File: config.mk
export PLATFORM = sky130hd
export DESIGN_NAME = cmd_rx_parser
export DESIGN_NICKNAME = d
export VERILOG_FILES = /design/src/rtl/cmd_rx_parser.sv
export SDC_FILE = /design/constraint.sdc
export NUM_CORES = 1
export LEC_CHECK = 0
export CORE_ASPECT_RATIO = 0.8
export CORE_UTILIZATION = 45
export DETAILED_ROUTE_END_ITERATION = 10
export PLACE_DENSITY_LB_ADDON = 0.05
export RECOVER_POWER = 50
export SETUP_SLACK_MARGIN = 0.02
export SYNTH_ARGS = -nofsm -noshare
export SYNTH_HDL_FRONTEND = slang
export SYNTH_SLANG_ARGS = --single-unit
File: constraint.sdc
create_clock -name CLK -period 3.2 [get_ports CLK]
set_input_delay 0.64 -clock CLK [delete_from_list [all_inputs] [get_ports CLK]]
set_output_delay 0.64 -clock CLK [all_outputs]
set_load 0.02 [all_outputs]
File: src/rtl/cmd_rx_parser.sv
// Byte-stream packet parser (SYNC 0xAA, LEN, OP, payload, CRC-8) feeding the triangle-draw stage.
// Valid packets are published on the command port; draw packets also raise a one-cycle draw request.
module cmd_rx_parser #(
    parameter int MAX_PAYLOAD    = 4,
    parameter int TIMEOUT_CYCLES = 1000
) (
    input  logic                     CLK,
    input  logic                     rst,
    input  logic                     rx_valid,
    input  logic [7:0]               rx_data,
    input  logic                     draw_busy,
    output logic                     draw_req_pulse,
    output logic [15:0]              edge_addr,
    output logic                     cmd_valid,
    output logic [7:0]               cmd_opcode,
    output logic [7:0]               cmd_len,
    output logic [8*MAX_PAYLOAD-1:0] cmd_payload,
    output logic                     err_pulse,
    output logic [2:0]               err_code,
    output logic [2:0]               dbg_state
);
    localparam int         TW       = $clog2(TIMEOUT_CYCLES + 1);
    localparam logic [7:0] SYNC     = 8'hAA;
    localparam logic [7:0] OP_DRAW  = 8'h06;
    localparam logic [7:0] MAX_LEN  = 8'(MAX_PAYLOAD + 2);
    localparam logic [2:0] ERR_CRC  = 3'd1;
    localparam logic [2:0] ERR_LEN  = 3'd2;
    localparam logic [2:0] ERR_TMO  = 3'd3;
    localparam logic [2:0] ERR_BUSY = 3'd4;
    localparam logic [2:0] ERR_FMT  = 3'd5;

    typedef enum logic [2:0] {S_HUNT, S_LEN, S_OP, S_PAYLOAD, S_CRC} state_t;

    state_t                   state_q, state_d;
    logic [7:0]               len_q, len_d;
    logic [7:0]               op_q, op_d;
    logic [7:0]               idx_q, idx_d;
    logic [7:0]               crc_q, crc_d;
    logic [8*MAX_PAYLOAD-1:0] buf_q, buf_d;
    logic [TW-1:0]            tmo_q, tmo_d;
    logic                     draw_req_q, draw_req_d;
    logic [15:0]              edge_addr_q, edge_addr_d;
    logic                     cmd_valid_q, cmd_valid_d;
    logic [7:0]               cmd_opcode_q, cmd_opcode_d;
    logic [7:0]               cmd_len_q, cmd_len_d;
    logic [8*MAX_PAYLOAD-1:0] cmd_payload_q, cmd_payload_d;
    logic                     err_pulse_q, err_pulse_d;
    logic [2:0]               err_code_q, err_code_d;

    logic bad_len, last_payload, timeout_hit;

    // CRC-8, poly 0x07, MSB-first, one byte folded in per call.
    function automatic logic [7:0] crc8_step(input logic [7:0] crc, input logic [7:0] data);
        logic [7:0] c;
        c = crc ^ data;
        for (int i = 0; i < 8; i++) c = c[7] ? ((c << 1) ^ 8'h07) : (c << 1);
        return c;
    endfunction

    assign bad_len      = (rx_data < 8'd2) || (rx_data > MAX_LEN);
    assign last_payload = (idx_q == len_q - 8'd3);
    // A byte arriving in the expiry cycle keeps the packet alive.
    assign timeout_hit  = (state_q != S_HUNT) && !rx_valid && (tmo_q == TW'(TIMEOUT_CYCLES - 1));

    always_ff @(posedge CLK) begin
        if (rst) begin
            state_q       <= S_HUNT;
            len_q         <= '0;
            op_q          <= '0;
            idx_q         <= '0;
            crc_q         <= '0;
            buf_q         <= '0;
            tmo_q         <= '0;
            draw_req_q    <= 1'b0;
            edge_addr_q   <= '0;
            cmd_valid_q   <= 1'b0;
            cmd_opcode_q  <= '0;
            cmd_len_q     <= '0;
            cmd_payload_q <= '0;
            err_pulse_q   <= 1'b0;
            err_code_q    <= '0;
        end else begin
            state_q       <= state_d;
            len_q         <= len_d;
            op_q          <= op_d;
            idx_q         <= idx_d;
            crc_q         <= crc_d;
            buf_q         <= buf_d;
            tmo_q         <= tmo_d;
            draw_req_q    <= draw_req_d;
            edge_addr_q   <= edge_addr_d;
            cmd_valid_q   <= cmd_valid_d;
            cmd_opcode_q  <= cmd_opcode_d;
            cmd_len_q     <= cmd_len_d;
            cmd_payload_q <= cmd_payload_d;
            err_pulse_q   <= err_pulse_d;
            err_code_q    <= err_code_d;
        end
    end

    always_comb begin
        state_d = state_q;
        case (state_q)
            S_HUNT:    if (rx_valid && rx_data == SYNC) state_d = S_LEN;
            S_LEN:     if (rx_valid) state_d = bad_len ? S_HUNT : S_OP;
            S_OP:      if (rx_valid) state_d = (len_q > 8'd2) ? S_PAYLOAD : S_CRC;
            S_PAYLOAD: if (rx_valid && last_payload) state_d = S_CRC;
            S_CRC:     if (rx_valid) state_d = S_HUNT;
            default:   state_d = S_HUNT;
        endcase
        if (timeout_hit) state_d = S_HUNT;
    end

    always_comb begin
        len_d         = len_q;
        op_d          = op_q;
        idx_d         = idx_q;
        crc_d         = crc_q;
        buf_d         = buf_q;
        draw_req_d    = 1'b0;
        cmd_valid_d   = 1'b0;
        err_pulse_d   = 1'b0;
        edge_addr_d   = edge_addr_q;
        cmd_opcode_d  = cmd_opcode_q;
        cmd_len_d     = cmd_len_q;
        cmd_payload_d = cmd_payload_q;
        err_code_d    = err_code_q;
        if (state_q == S_HUNT || rx_valid || timeout_hit) tmo_d = '0;
        else tmo_d = tmo_q + TW'(1);
        case (state_q)
            // Idle in HUNT keeps the partial packet state cleared, so any abort discards it.
            S_HUNT: begin
                idx_d = '0;
                crc_d = '0;
                buf_d = '0;
            end
            S_LEN: if (rx_valid) begin
                if (bad_len) begin
                    err_pulse_d = 1'b1;
                    err_code_d  = ERR_LEN;
                end else begin
                    len_d = rx_data;
                    crc_d = crc8_step(8'h00, rx_data);
                end
            end
            S_OP: if (rx_valid) begin
                op_d  = rx_data;
                crc_d = crc8_step(crc_q, rx_data);
            end
            S_PAYLOAD: if (rx_valid) begin
                for (int i = 0; i < MAX_PAYLOAD; i++)
                    if (idx_q == 8'(i)) buf_d[8*i +: 8] = rx_data;
                idx_d = idx_q + 8'd1;
                crc_d = crc8_step(crc_q, rx_data);
            end
            S_CRC: if (rx_valid) begin
                if (rx_data != crc_q) begin
                    err_pulse_d = 1'b1;
                    err_code_d  = ERR_CRC;
                end else begin
                    cmd_valid_d   = 1'b1;
                    cmd_opcode_d  = op_q;
                    cmd_len_d     = len_q - 8'd2;
                    cmd_payload_d = buf_q;
                    if (op_q == OP_DRAW) begin
                        if (len_q != 8'd4) begin
                            err_pulse_d = 1'b1;
                            err_code_d  = ERR_FMT;
                        end else if (draw_busy) begin
                            err_pulse_d = 1'b1;
                            err_code_d  = ERR_BUSY;
                        end else begin
                            draw_req_d  = 1'b1;
                            edge_addr_d = {buf_q[7:0], buf_q[15:8]};
                        end
                    end
                end
            end
            default: ;
        endcase
        if (timeout_hit) begin
            err_pulse_d = 1'b1;
            err_code_d  = ERR_TMO;
        end
    end

    assign draw_req_pulse = draw_req_q;
    assign edge_addr      = edge_addr_q;
    assign cmd_valid      = cmd_valid_q;
    assign cmd_opcode     = cmd_opcode_q;
    assign cmd_len        = cmd_len_q;
    assign cmd_payload    = cmd_payload_q;
    assign err_pulse      = err_pulse_q;
    assign err_code       = err_code_q;
    assign dbg_state      = state_q;
endmodule

Word-level counts from Yosys, hierarchy flattened
Cells that the tools add are included.
{"block": "classes", "add_sub_neg": 4, "n_mux": 56, "n_lt_le_gt_ge": 3, "n_eq_ne": 33, "bitwise": 24, "n_reduce_logical": 33}
{"cell": "$mux W3", "n": 29}
{"cell": "$mux W8", "n": 8}
{"cell": "$pmux W32 S2", "n": 1}
{"cell": "$not A3 Y3", "n": 16}
{"cell": "$mux W32", "n": 1}
{"cell": "$ne A2 B2 Y1 const B", "n": 12}
{"cell": "$pmux W8 S3", "n": 1}
{"cell": "$reduce_and A3 Y1", "n": 6}
{"cell": "$reduce_and A6 Y1", "n": 3}
{"cell": "$eq A8 B2 Y1 const B", "n": 2}
{"cell": "$pmux W8 S2", "n": 1}
{"cell": "$sub A8 B2 Y8 const B", "n": 2}
{"cell": "$pmux W3 S5", "n": 1}
{"cell": "$ne A3 B3 Y1 const B", "n": 4}
{"cell": "$add A10 B1 Y10 const B", "n": 1}
{"cell": "$eq A10 B10 Y1 const B", "n": 1}
{"cell": "$mux W1", "n": 10}
{"cell": "$reduce_bool A3 Y1", "n": 3}
{"cell": "$add A8 B1 Y8 const B", "n": 1}
{"cell": "$eq A8 B1 Y1 const B", "n": 1}
{"cell": "$eq A8 B3 Y1 const B", "n": 1}
{"cell": "$eq A8 B8 Y1", "n": 1}
{"cell": "$eq A8 B8 Y1 const B", "n": 1}
{"cell": "$gt A8 B2 Y1 const B", "n": 1}
{"cell": "27 further kinds", "n": 45}
{"block": "word_totals", "in_bits": 12, "reg_bits": 147, "wordCells": 172}

Depth between registers and ports, before layout
{"block": "depth", "ltp_word": 19, "depth_mapped": 10, "depth_no_buf": 8}

Worst setup path before layout
OpenSTA, ideal clock, no wires.
{"block": "synth_path", "path_kind": "in2reg", "startpoint": "input port rx_data[4]", "endpoint": "register edge_addr_q[10] (netlist: edge_addr[10])", "t_required_ps": 3072, "setup_time_ps": 128, "slack_ps": 595, "n_path_buf": 2, "arrival_ps": 2477, "stages": 10, "cell_sequence": "clkbuf_1 -> xnor2_1 -> ha_1 -> and3_1 -> nand3_1 -> nor3_2 -> nand4_2 -> buf_6 -> mux2i_1 -> nor2_1"}
{"block": "synth_via", "elab_chain_len": 3}
{"item": "start, declared", "line": "10", "source": "input logic [7:0] rx_data,"}
{"item": "$ne A8 B8 Y1", "line": "157", "source": "if (rx_data != crc_q) begin"}
{"item": "$not A1 Y1 (no line)"}
{"item": "$reduce_and A6 Y1 (no line)"}
{"item": "end signal, assigned", "line": "91", "source": "edge_addr_q <= edge_addr_d;"}
{"item": "end, declared", "line": "42", "source": "logic [15:0] edge_addr_q, edge_addr_d;"}
No other way between the ends.
A chain may end at the register's enable or synchronous reset.

==> results.py <==
metrics = {
    "outcome": {
        "status": "complete, but fails checks",
        "violations": "design-rule violations",
    },
    "global_routing": {
        "grt_max_degree": 68,
        "grt_use_total": 0.233,
        "grt_antenna_before_repair": 0,
        "first_global_vias": 5473,
        "grt-ovfl-total": 0,
        "grt_pass1_wl_um": 28500,
    },
    "die": {
        "core-area_sq_mm": 0.0145,
        "die_y_um": 112,
        "rows": 39,
        "die_area_sq_mm": 0.0155,
        "die_w_um": 139,
        "boundaryPins": 85,
        "initial_core_util": 0.466,
    },
    "finish": {
        "nets": 911,
        "fin_area_sq_mm": 0.00837,
        "multiInputGateArea_sq_mm": 0.00349,
        "antenna_cells": 0,
        "regArea_sq_mm": 0.00294,
        "fillCellCount": 1331,
        "drive_above_1_share": 0.0859,
        "area_delta_synth_final_pct": 23.8,
        "final_util": 0.577,
    },
    "drt": {
        "wl_per_cell_um": 16.1,
        "drt_iter0_drc": 326,
        "drc": 7,
        "ant_nets": 0,
        "wl_um": 17200,
        "viasPerCell": 5.40,
        "dr_total_vias": 5775,
        "first_pass_iters": 8,
    },
    "yosys": {
        "syn_inst": 799,
        "yosys_warnings": 0,
        "synth_edf_count": 0,
        "avgSynthCellArea_sq_um": 8.46,
        "yosys.area.top_type": "dfxtp_1",
        "ys_dominant_reg_cell": "dfxtp_1",
        "synth_most_common_cell": "dfxtp_1",
        "async_reset_ff_frac": 0,
        "ys_seq_area_frac": 0.435,
        "synth_area_sq_mm": 0.00676,
        "synth.area.top_cells": "dfxtp_1 (44%), nor2_1 (7.8%), nand2_1 (6.2%)",
        "syn-num-nets": 837,
        "synth_cell_type_count": 61,
        "synth.top_cell.area_share": 0.435,
        "ys_seq_elements": 147,
        "synth_commonest_cells": "dfxtp_1 (147), nor2_1 (141), nand2_1 (111), a21oi_1 (65), mux2i_1 (38)",
    },
    "pwr": {
        "ir_worst_vdd_v": 0.000383,
        "power_density_mw_per_mm2": 483,
        "cellLeakagePower_nw": 3.48,
        "p_total_w": 0.00404,
    },
    "cts": {
        "insertion_delay_ns": 0.42,
        "path_clk_slew_ns": 0.06,
        "cts_root_buf": "clkbuf_16",
        "cts_buffers": 17,
        "cts_resized": 0,
        "tritoncts": "done",
        "cts_max_level": 4,
        "cts_hold_buf": 0,
        "clk_path_buf_depth": 2,
        "post_cts_buffers": 0,
        "clock_sinks": 147,
    },
    "setup_path": {
        "reg2regPathDepth": 7,
        "critical_path_class": "input port to flop",
        "crit_path_start_kind": "input port",
        "worstPathMaxFanout": 67,
        "cp-end-kind": "flop",
        "arrival_ns": 3.13,
        "critPathRequiredTime_ns": 3.51,
    },
    "job": {
        "maxCapViolCount": 0,
    },
    "timing": {
        "finalSetupViolations": 0,
        "clock_skew_ns": 0.00988,
        "fin_crit_ns": 2.83,
        "period_share": 0.883,
        "slew_violations": 0,
        "rsz0062_at_grt": "no",
        "relSlewSlack": 0.0661,
        "finalHoldViolCount": 0,
        "max_freq_mhz": 354,
        "tightestPinTransition_ns": 1.40,
        "fin_setup_tns_ns": 0,
    },
    "place": {
        "portBuffers": 84,
        "dp_hpwl_um": 12000,
        "place.gp.congestion": 0.878,
        "placed_area_sq_mm": 0.00782,
    },
    "worst_hold_path": {
        "hold_path_depth": 1,
        "min_path_type": "flop to flop",
    },
}
## metal layers
| layer | vias to the layer above | wire [um] | global-route usage |
|---|---|---|---|
| li1 | 2869 | - | - |
| met5 | - | 0 | 0 |
| met2 | 135 | 7750 | 0.363 |
| met3 | 18 | 743 | 0.0460 |
| met4 | 0 | 191 | 0.0793 |
| met1 | 2753 | 8490 | 0.322 |
## final timing paths
check / startpoint / to / slack, ns
hold / removal: tmo_q[0] / tmo_q[0] / 0.44
hold reg to reg: tmo_q[0] / tmo_q[0] / 0.44
setup reg to reg: dbg_state[0] / buf_q[4] / 0.42
setup / recovery: rst / crc_q[2] / 0.37
## cells in the final DEF, fill, tap and decap left out, types with 17 or more instances in the layout
master | netlist | layout
dfxtp_1 | 147 | 147
buf_4 | 1 | 18
a21oi_1 | 65 | 65
ha_1 | 26 | 26
inv_1 | 21 | 21
dlygate4sd3_1 | 0 | 72
nor2_1 | 141 | 141
clkbuf_16 | 0 | 17
nand2_1 | 111 | 111
mux2i_1 | 38 | 38
xor2_1 | 17 | 17
a31oi_1 | 25 | 25
xnor2_1 | 31 | 31
## flip-flops by register name, indices dropped and copies added, names as in the netlist
signal and flops:
cmd_len 8, draw_req_pulse 1, dbg_state 3, cmd_opcode 8, len_q 8, tmo_q 10
err_pulse 1, crc_q 8, op_q 8, err_code 3, cmd_payload 32, edge_addr 16
buf_q 32, idx_q 8, cmd_valid 1
## final cells by class
class | count | area share
clock buffer | 17 | 0.0508
tap | 184 | 0.0275
clock inverter | 14 | 0.0185
sequential | 147 | 0.352
multi-input combinational | 578 | 0.417
timing repair buffer | 108 | 0.125
inverter | 21 | 0.00942
## critical path: stages
cell and delay [ns]:
clkbuf_2 0.98, clkbuf_2 1.12, nor3b_1 0.13, a41o_1 0.26
## stage by stage
step	cells	hold slack (ns)	setup slack, ns
after floorplan	799	0.413	0.595
final	1069	0.441	0.373
after global routing	1069	0.469	0.0959
after CTS	1069	0.447	0.430
after global placement	1038	0.427	0.120
after detailed placement	1038	0.437	-0.00490
## report_power, final
part           switching (W)  internal, W
clock network       0.000815      0.00116
registers         0.00000922      0.00184
logic               0.000136    0.0000900
## kinds of logic after synthesis
kind of cell | after synthesis | synth area share
flops | 147 | 0.435
simple gates | 326 | 0.215
compound gates | 136 | 0.129
mux | 39 | 0.0579
xor+xnor | 50 | 0.0670
buf+inv | 74 | 0.0465
fa+ha+maj | 27 | 0.0496
Note: power is estimated with default switching activity, not from simulation.
